`src/rtl/cpu_pkg.sv`:
```
// cpu_pkg: shared constants and types for the fetch-side control blocks.
//   - default address width and the reset / exception byte vectors
//   - PC-unit state encoding (BOOT / RUN / PEND)
//   - redirect source encoding and the fixed-priority picker
package cpu_pkg;

  localparam int          ADDR_W_DEF    = 32;
  localparam logic [31:0] RESET_VEC_DEF = 32'h0000_0000;
  localparam logic [31:0] EXC_VEC_DEF   = 32'h0000_0180;
  localparam int          RAS_DEPTH_DEF = 4;

  // PC-unit control state. BOOT lasts one cycle after reset with no fetch
  // request; PEND means a redirect is latched waiting for the next advance.
  typedef logic [1:0] pc_state_t;
  localparam pc_state_t ST_BOOT = 2'd0;
  localparam pc_state_t ST_RUN  = 2'd1;
  localparam pc_state_t ST_PEND = 2'd2;

  // Redirect sources, listed from highest to lowest priority.
  typedef enum logic [2:0] {
    SRC_NONE = 3'd0,
    SRC_EXC  = 3'd1,
    SRC_RET  = 3'd2,
    SRC_JMP  = 3'd3,
    SRC_BR   = 3'd4
  } redir_src_t;

  // Same-cycle arbitration: Exc > Ret > Jmp > Br. The caller must already
  // have masked Ret when the return stack is empty.
  function automatic redir_src_t redir_pick(input logic exc, input logic ret,
                                            input logic jmp, input logic br);
    if (exc)      return SRC_EXC;
    else if (ret) return SRC_RET;
    else if (jmp) return SRC_JMP;
    else if (br)  return SRC_BR;
    else          return SRC_NONE;
  endfunction

endpackage

```
`src/rtl/pc_ras.sv`:
```
// pc_ras: circular return-address stack.
//   clk, rst   : clock, async active-high reset (clears entries and count)
//   push       : write push_data at the free slot; when full the oldest entry
//                is overwritten and the count stays saturated at DEPTH
//   pop        : drop the top entry (ignored when already empty)
//   push_data  : return address to store
//   top        : current top entry (meaningless while empty)
//   empty      : registered, high when no entries are held
// DEPTH must be a power of two in 2..16 so the pointer wraps naturally.
module pc_ras
  import cpu_pkg::*;
#(
  parameter int DEPTH = RAS_DEPTH_DEF,
  parameter int W     = ADDR_W_DEF - 2
) (
  input  logic         clk,
  input  logic         rst,
  input  logic         push,
  input  logic         pop,
  input  logic [W-1:0] push_data,
  output logic [W-1:0] top,
  output logic         empty
);

  localparam int PTR_W = $clog2(DEPTH);
  localparam int CNT_W = PTR_W + 1;

  logic [W-1:0]     mem_q [DEPTH];
  logic [W-1:0]     mem_d [DEPTH];
  logic [PTR_W-1:0] ptr_q, ptr_d;   // next free slot; top lives at ptr_q-1
  logic [CNT_W-1:0] cnt_q, cnt_d;
  logic             empty_q, empty_d;
  logic [PTR_W-1:0] top_idx;

  assign top_idx = ptr_q - PTR_W'(1);
  assign top     = mem_q[top_idx];
  assign empty   = empty_q;

  always_comb begin
    mem_d = mem_q;
    ptr_d = ptr_q;
    cnt_d = cnt_q;
    if (push) begin
      // Pointer wrap makes a push on a full stack land on the oldest entry.
      mem_d[ptr_q] = push_data;
      ptr_d        = ptr_q + PTR_W'(1);
      if (cnt_q != CNT_W'(DEPTH)) cnt_d = cnt_q + CNT_W'(1);
    end else if (pop && (cnt_q != '0)) begin
      ptr_d = top_idx;
      cnt_d = cnt_q - CNT_W'(1);
    end
    empty_d = (cnt_d == '0);
  end

  always_ff @(posedge clk or posedge rst) begin
    if (rst) begin
      for (int i = 0; i < DEPTH; i++) mem_q[i] <= '0;
      ptr_q   <= '0;
      cnt_q   <= '0;
      empty_q <= 1'b1;
    end else begin
      mem_q   <= mem_d;
      ptr_q   <= ptr_d;
      cnt_q   <= cnt_d;
      empty_q <= empty_d;
    end
  end

endmodule

```
`src/rtl/pc_unit.sv`:
```
// pc_unit: word-addressed fetch program counter with redirect arbitration.
//   Clk, Reset          : clock, async active-high reset
//   Stall               : re-issue the same PC next cycle
//   FetchReady          : instruction memory accepts the request
//   FetchValid, PC      : fetch request and its word address
//   BrTaken/BrTarget    : branch redirect
//   JmpValid/JmpTarget  : jump redirect; Call additionally pushes PC+1
//   Ret                 : return to the RAS top (ignored when RAS empty)
//   Exc                 : redirect to EXC_VEC, Epc captures the current PC
//   Epc                 : PC at the last exception
//   RasEmpty            : return stack holds no entries
// A redirect seen while the request is not advancing is latched (PEND) and
// applied on the next advance unless a newer redirect arrives first.
module pc_unit
  import cpu_pkg::*;
#(
  parameter int                ADDR_W    = ADDR_W_DEF,
  parameter logic [ADDR_W-1:0] RESET_VEC = ADDR_W'(RESET_VEC_DEF),
  parameter logic [ADDR_W-1:0] EXC_VEC   = ADDR_W'(EXC_VEC_DEF),
  parameter int                RAS_DEPTH = RAS_DEPTH_DEF
) (
  input  logic              Clk,
  input  logic              Reset,
  input  logic              Stall,
  input  logic              FetchReady,
  output logic              FetchValid,
  output logic [ADDR_W-3:0] PC,
  input  logic              BrTaken,
  input  logic [ADDR_W-3:0] BrTarget,
  input  logic              JmpValid,
  input  logic [ADDR_W-3:0] JmpTarget,
  input  logic              Call,
  input  logic              Ret,
  input  logic              Exc,
  output logic [ADDR_W-3:0] Epc,
  output logic              RasEmpty
);

  localparam int          PW       = ADDR_W - 2;
  localparam logic [PW-1:0] RESET_PC = RESET_VEC[ADDR_W-1:2];
  localparam logic [PW-1:0] EXC_PC   = EXC_VEC[ADDR_W-1:2];

  pc_state_t     state_q, state_d;
  logic [PW-1:0] pc_q, pc_d;
  logic [PW-1:0] pend_tgt_q, pend_tgt_d;
  logic [PW-1:0] epc_q, epc_d;
  logic          fv_q, fv_d;

  logic [PW-1:0] ras_top;
  logic          ras_empty;
  logic          ras_push, ras_pop;

  logic          ret_ok, rdq, adv;
  redir_src_t    src;
  logic [PW-1:0] tgt;
  logic [PW-1:0] pc_inc;

  // A return with nothing on the stack is not a redirect at all, so lower
  // priority sources still get to compete.
  assign ret_ok = Ret & ~ras_empty;
  assign src    = redir_pick(Exc, ret_ok, JmpValid, BrTaken);
  assign rdq    = (src != SRC_NONE);
  assign adv    = fv_q & FetchReady & ~Stall;
  assign pc_inc = pc_q + PW'(1);

  // Stack side effects follow the winner only, applied or latched alike.
  assign ras_pop  = (src == SRC_RET);
  assign ras_push = (src == SRC_JMP) & Call;

  always_comb begin
    case (src)
      SRC_EXC: tgt = EXC_PC;
      SRC_RET: tgt = ras_top;
      SRC_JMP: tgt = JmpTarget;
      default: tgt = BrTarget;
    endcase
  end

  always_comb begin
    state_d    = state_q;
    pc_d       = pc_q;
    pend_tgt_d = pend_tgt_q;
    epc_d      = epc_q;
    fv_d       = 1'b1;            // request is up from the cycle after BOOT

    if (src == SRC_EXC) epc_d = pc_q;

    if (adv) begin
      // A fresh redirect beats (and discards) a latched one.
      if (rdq)                    pc_d = tgt;
      else if (state_q == ST_PEND) pc_d = pend_tgt_q;
      else                        pc_d = pc_inc;
      state_d = ST_RUN;
    end else if (rdq) begin
      // Newest redirect wins the pending slot; PC holds for the handshake.
      pend_tgt_d = tgt;
      state_d    = ST_PEND;
    end else if (state_q == ST_BOOT) begin
      state_d = ST_RUN;
    end
  end

  always_ff @(posedge Clk or posedge Reset) begin
    if (Reset) begin
      state_q    <= ST_BOOT;
      pc_q       <= RESET_PC;
      pend_tgt_q <= '0;
      epc_q      <= '0;
      fv_q       <= 1'b0;
    end else begin
      state_q    <= state_d;
      pc_q       <= pc_d;
      pend_tgt_q <= pend_tgt_d;
      epc_q      <= epc_d;
      fv_q       <= fv_d;
    end
  end

  pc_ras #(
    .DEPTH (RAS_DEPTH),
    .W     (PW)
  ) u_ras (
    .clk       (Clk),
    .rst       (Reset),
    .push      (ras_push),
    .pop       (ras_pop),
    .push_data (pc_inc),
    .top       (ras_top),
    .empty     (ras_empty)
  );

  assign FetchValid = fv_q;
  assign PC         = pc_q;
  assign Epc        = epc_q;
  assign RasEmpty   = ras_empty;

endmodule
```
`config.mk`:
```
export PLATFORM = sky130hd
export DESIGN_NAME = pc_unit
export DESIGN_NICKNAME = d
export VERILOG_FILES = /design/src/rtl/cpu_pkg.sv /design/src/rtl/pc_ras.sv /design/src/rtl/pc_unit.sv
export SDC_FILE = /design/constraint.sdc
export NUM_CORES = 1
export LEC_CHECK = 0
export BUFFER_PORTS_ARGS = -buffer_cell sky130_fd_sc_hd__buf_4
export CORE_UTILIZATION = 45
export DETAILED_ROUTE_END_ITERATION = 6
export GPL_TIMING_DRIVEN = 0
export PLACE_DENSITY_LB_ADDON = 0.3
export SLEW_MARGIN = 10
export SYNTH_ARGS = -nofsm -noshare
export SYNTH_HDL_FRONTEND = slang
export SYNTH_SLANG_ARGS = --single-unit
export TNS_END_PERCENT = 30
```
`constraint.sdc`:
```
create_clock -name Clk -period 7.94 [get_ports Clk]
set_input_delay 0.794 -clock Clk [delete_from_list [all_inputs] [get_ports Clk]]
set_output_delay 0.794 -clock Clk [all_outputs]
set_load 0.02 [all_outputs]
```
==> impl_results.md <==
* Critical Path AT at about 4.6 ns
* Post-Synthesis Cells at around 1000
* Overall die width at 154.6 um
* DRT iter0 DRCs at around 830
* Netlist cell types at 65
* Max Fanout on Critical Path at 10
* Routed WL at around 33 mm
* Starting density of the core at 0.4614
* Synth Area per Inst at between 10 and 15 um^2
* Detailed placement HPWL at roughly 24 mm
* CP peak stage delay at slightly above 0.7 ns
* CTS Root Cell: clkbuf_16
* Initial antenna violation count at 0
* Setup Viol. Count Final at 0
* Final Slew Violations at 0
* Req. time, crit path at around 8.3 ns
* Hold Crit Class: in2async
* Relative slew margins at 0.2499
* Tot Pwr at between 4 and 5 mW
* Filler instances at about 2000
* Max Clk Rate at about 240 MHz
* Post-Route Utilization at 0.5540
* Seq/Total Area, Yosys at 0.5231
* Vias in the first global route at between 8000 and 9000
* Clock skew at 0.008419 ns
* Max_cap viols at 0
* Endpoints failing hold at 0
* Net Sw Frac at 0.3488
* Clock power frac at 0.261
* Cell family with most CP delay: buffers and inverters
* Synth area leader: dfrtp_1
* Slew @ Worst Pin at roughly 1.1 ns
* Synth area leaders: dfrtp_1, o21ai_0, nand2_1
* Total clock sinks at between 200 and 250
* CP Capture Type: flip-flop
* Clock transition at path regs at approximately 0.060 ns
* Critical path type: reg2reg
* P_sw at about 1.4 mW
* Global route overflow at 0
* Leak pwr at ~5.5 nW
* R2R cell count at 8
* Min Clock Period, post-route at approximately 4.2 ns
* Top_reg_cell synth: dfrtp_1
* Syn nets at 1075
* Startpoint Class: flip-flop
* Number of synthesized flops with an enable pin at 0
* Die extent in y at roughly 150 um
* P_int at around 2.7 mW
* Hold-fix buffers, CTS at 0
* First drt pass iteration count at 7
* All-Layer GR Usage at 0.2800
* Wire length per cell at 22.65 um
* Buf+Inv Stages, Crit Path at 3
* Core ar. at 22710 um^2
* Via count at roughly 8900
* Synth top area share at 0.5206
* I/O Buffers at approximately 130
* Residual DRC count at 0
* Final Wtd Congestion at 0.9049
* CTS Buffer Depth at 3
* Cell Area, Synth at about 10000 um^2
* Area grow syn2layout at 20.06%
* Antenna cells at 0
* Combinational Power Share at 0.325
* Post-route setup slack at between 3 and 4 ns
* Reg2Reg Setup Slack at around 3.7 ns
* YS warnings at 0
* FF-to-FF End: PC[26]
* Asr flop ratio synth at 1.000
* Setup total negative slack at 0 ns
* # rows at 55
* CTS tree: yes
* Fin nets at between 1000 and 1500
* R2r startpoint: u_ras.ptr_q[0]
* Critical Path, Cell by Cell: buf_1 -> inv_1 -> ha_1 -> clkbuf_1 -> mux4_2 -> a222oi_1 -> nor2_1 -> a221o_1
* DR vias/cell at slightly above 6
* Pwr Density at 330.0 nW/um^2
* Setup bufs post-CTS at 0
* Part of the cycle the worst path needs at 0.5290
* Layout cells sized above 1 at 0.2348
* DRT antenna net count at 0
* Die Footprint at about 24000 um^2
* Clk_lat worst skew at roughly 0.51 ns
* Status: completed
* Number of buffers created by CTS at 23
* Pin count of the biggest net entering global routing at approximately 110
* Htree depth at 1
* Dpl ws at about 3.7 ns
* Yosys reg bits at 219
* Worst hold slack at approximately 0.37 ns
* # IOs at ~130
* Seq pwr share at 0.414
* Slowest cell on crit path: a222oi_1
* CTS resizes at 0
* Worst vdd rail ir drop at roughly 0.00014 V
* RSZ-0062 raised after global routing: false
* First-pass GRT wire length at approximately 51 mm
-- sequential cells by signal (all words and copies together), names as in the netlist --
register     cells
u_ras.cnt_q      3
u_ras.mem_q    120
FetchValid       1
u_ras.empty      1
u_ras.ptr_q      2
state_q          2
pend_tgt_q      30
Epc             30
PC              30
-- power groups by stage --
stage / Combinational [mW] / Clock [mW] / Sequential [mW]
2_1_floorplan: 0.819 / 0 / 1.75
3_3_place_gp: 1.31 / 0 / 1.71
3_5_place_dp: 1.34 / 0 / 1.73
4_1_cts: 1.34 / 1.09 / 1.71
5_1_grt: 1.46 / 1.14 / 1.76
6_report: 1.35 / 1.08 / 1.72
-- cells by family (layout without fill, tap and decap cells) --
logic type	Yosys count	in the layout	share of synthesized area
other cells	1	1	0.0003579
xor+xnor	23	23	0.01922
fa+ha+maj	8	8	0.009553
mux	71	71	0.1079
buf+inv	89	258	0.03797
compound gates	282	282	0.1719
flops	219	219	0.5231
simple gates	305	305	0.1299
-- cells in the mapped netlist (4+ instances only) --
cell      count
mux2_2       36
inv_1        14
a211o_1       5
nand2_1     182
xor2_1        9
a22oi_1       8
o21ai_0     156
nand3_1      20
nand2b_1      4
o31ai_1       5
buf_1         4
and2_1        6
nor2_1       43
a31oi_1       9
o211ai_1      4
a21boi_0      6
buf_6         5
a21oi_1      17
ha_1          8
mux2i_1       5
a221o_1      16
a211oi_1      4
nor3_1        9
o21ai_2       8
clkbuf_1     54
dfrtp_1     218
nand4_1       9
buf_2        10
nor4_1        8
a222oi_1     15
mux4_2       30
xnor2_1      14
-- how the worst max path moves through the flow --
stage	startpoint	to	slack [ns]	cells past startpoint
finish	u_ras.ptr_q[0]	PC[26]	3.74	8
global route	u_ras.ptr_q[0]	PC[26]	3.59	8
CTS	u_ras.ptr_q[0]	PC[26]	3.70	8
detailed placement	u_ras.ptr_q[0]	PC[26]	3.71	8
global placement	Reset	u_ras.mem_q[64]	-1.31	2
floorplan	Reset	Epc[0]	1.15	1
-- routing by layer --
layer	part of all wire	vias up	track usage	wire, um
met1	0.40	4418	0.3782	13290
li1	-	3915	-	-
met2	0.47	433	0.4505	15520
met5	0	-	0	0
met4	0.044	0	0.1259	1454
met3	0.080	92	0.04007	2624
-- final cells by class --
cell class              count  area (um^2)  share of cell area
inverters                  14        60.06            0.004774
flip-flops and latches    219         5482              0.4357
clock inverters             7        60.06            0.004774
plain buffers              75        345.3             0.02745
multi-input cells         690         4599              0.3656
well taps                 285        356.6             0.02834
repair buffers            128        980.9             0.07797
clock buffers              34        696.9             0.05540
-- layout by cell type (no fill, tap or decap), types with 14 or more instances in the layout --
cell         n
xnor2_1     14
a221o_1     16
nor2_1      43
nand2_1    182
dfrtp_1    218
a222oi_1    15
mux4_2      30
clkbuf_1    57
buf_4      128
mux2_2      36
o21ai_0    156
a21oi_1     17
clkbuf_16   23
nand3_1     20
-- per-stage QoR --
stage	cell area (um^2)	std cells
global placement	11790	1410
CTS	12580	1452
finish	12580	1452
global route	12580	1452
floorplan	10480	998
detailed placement	11820	1411
No activity file was read; power rests on OpenSTA's default activity.
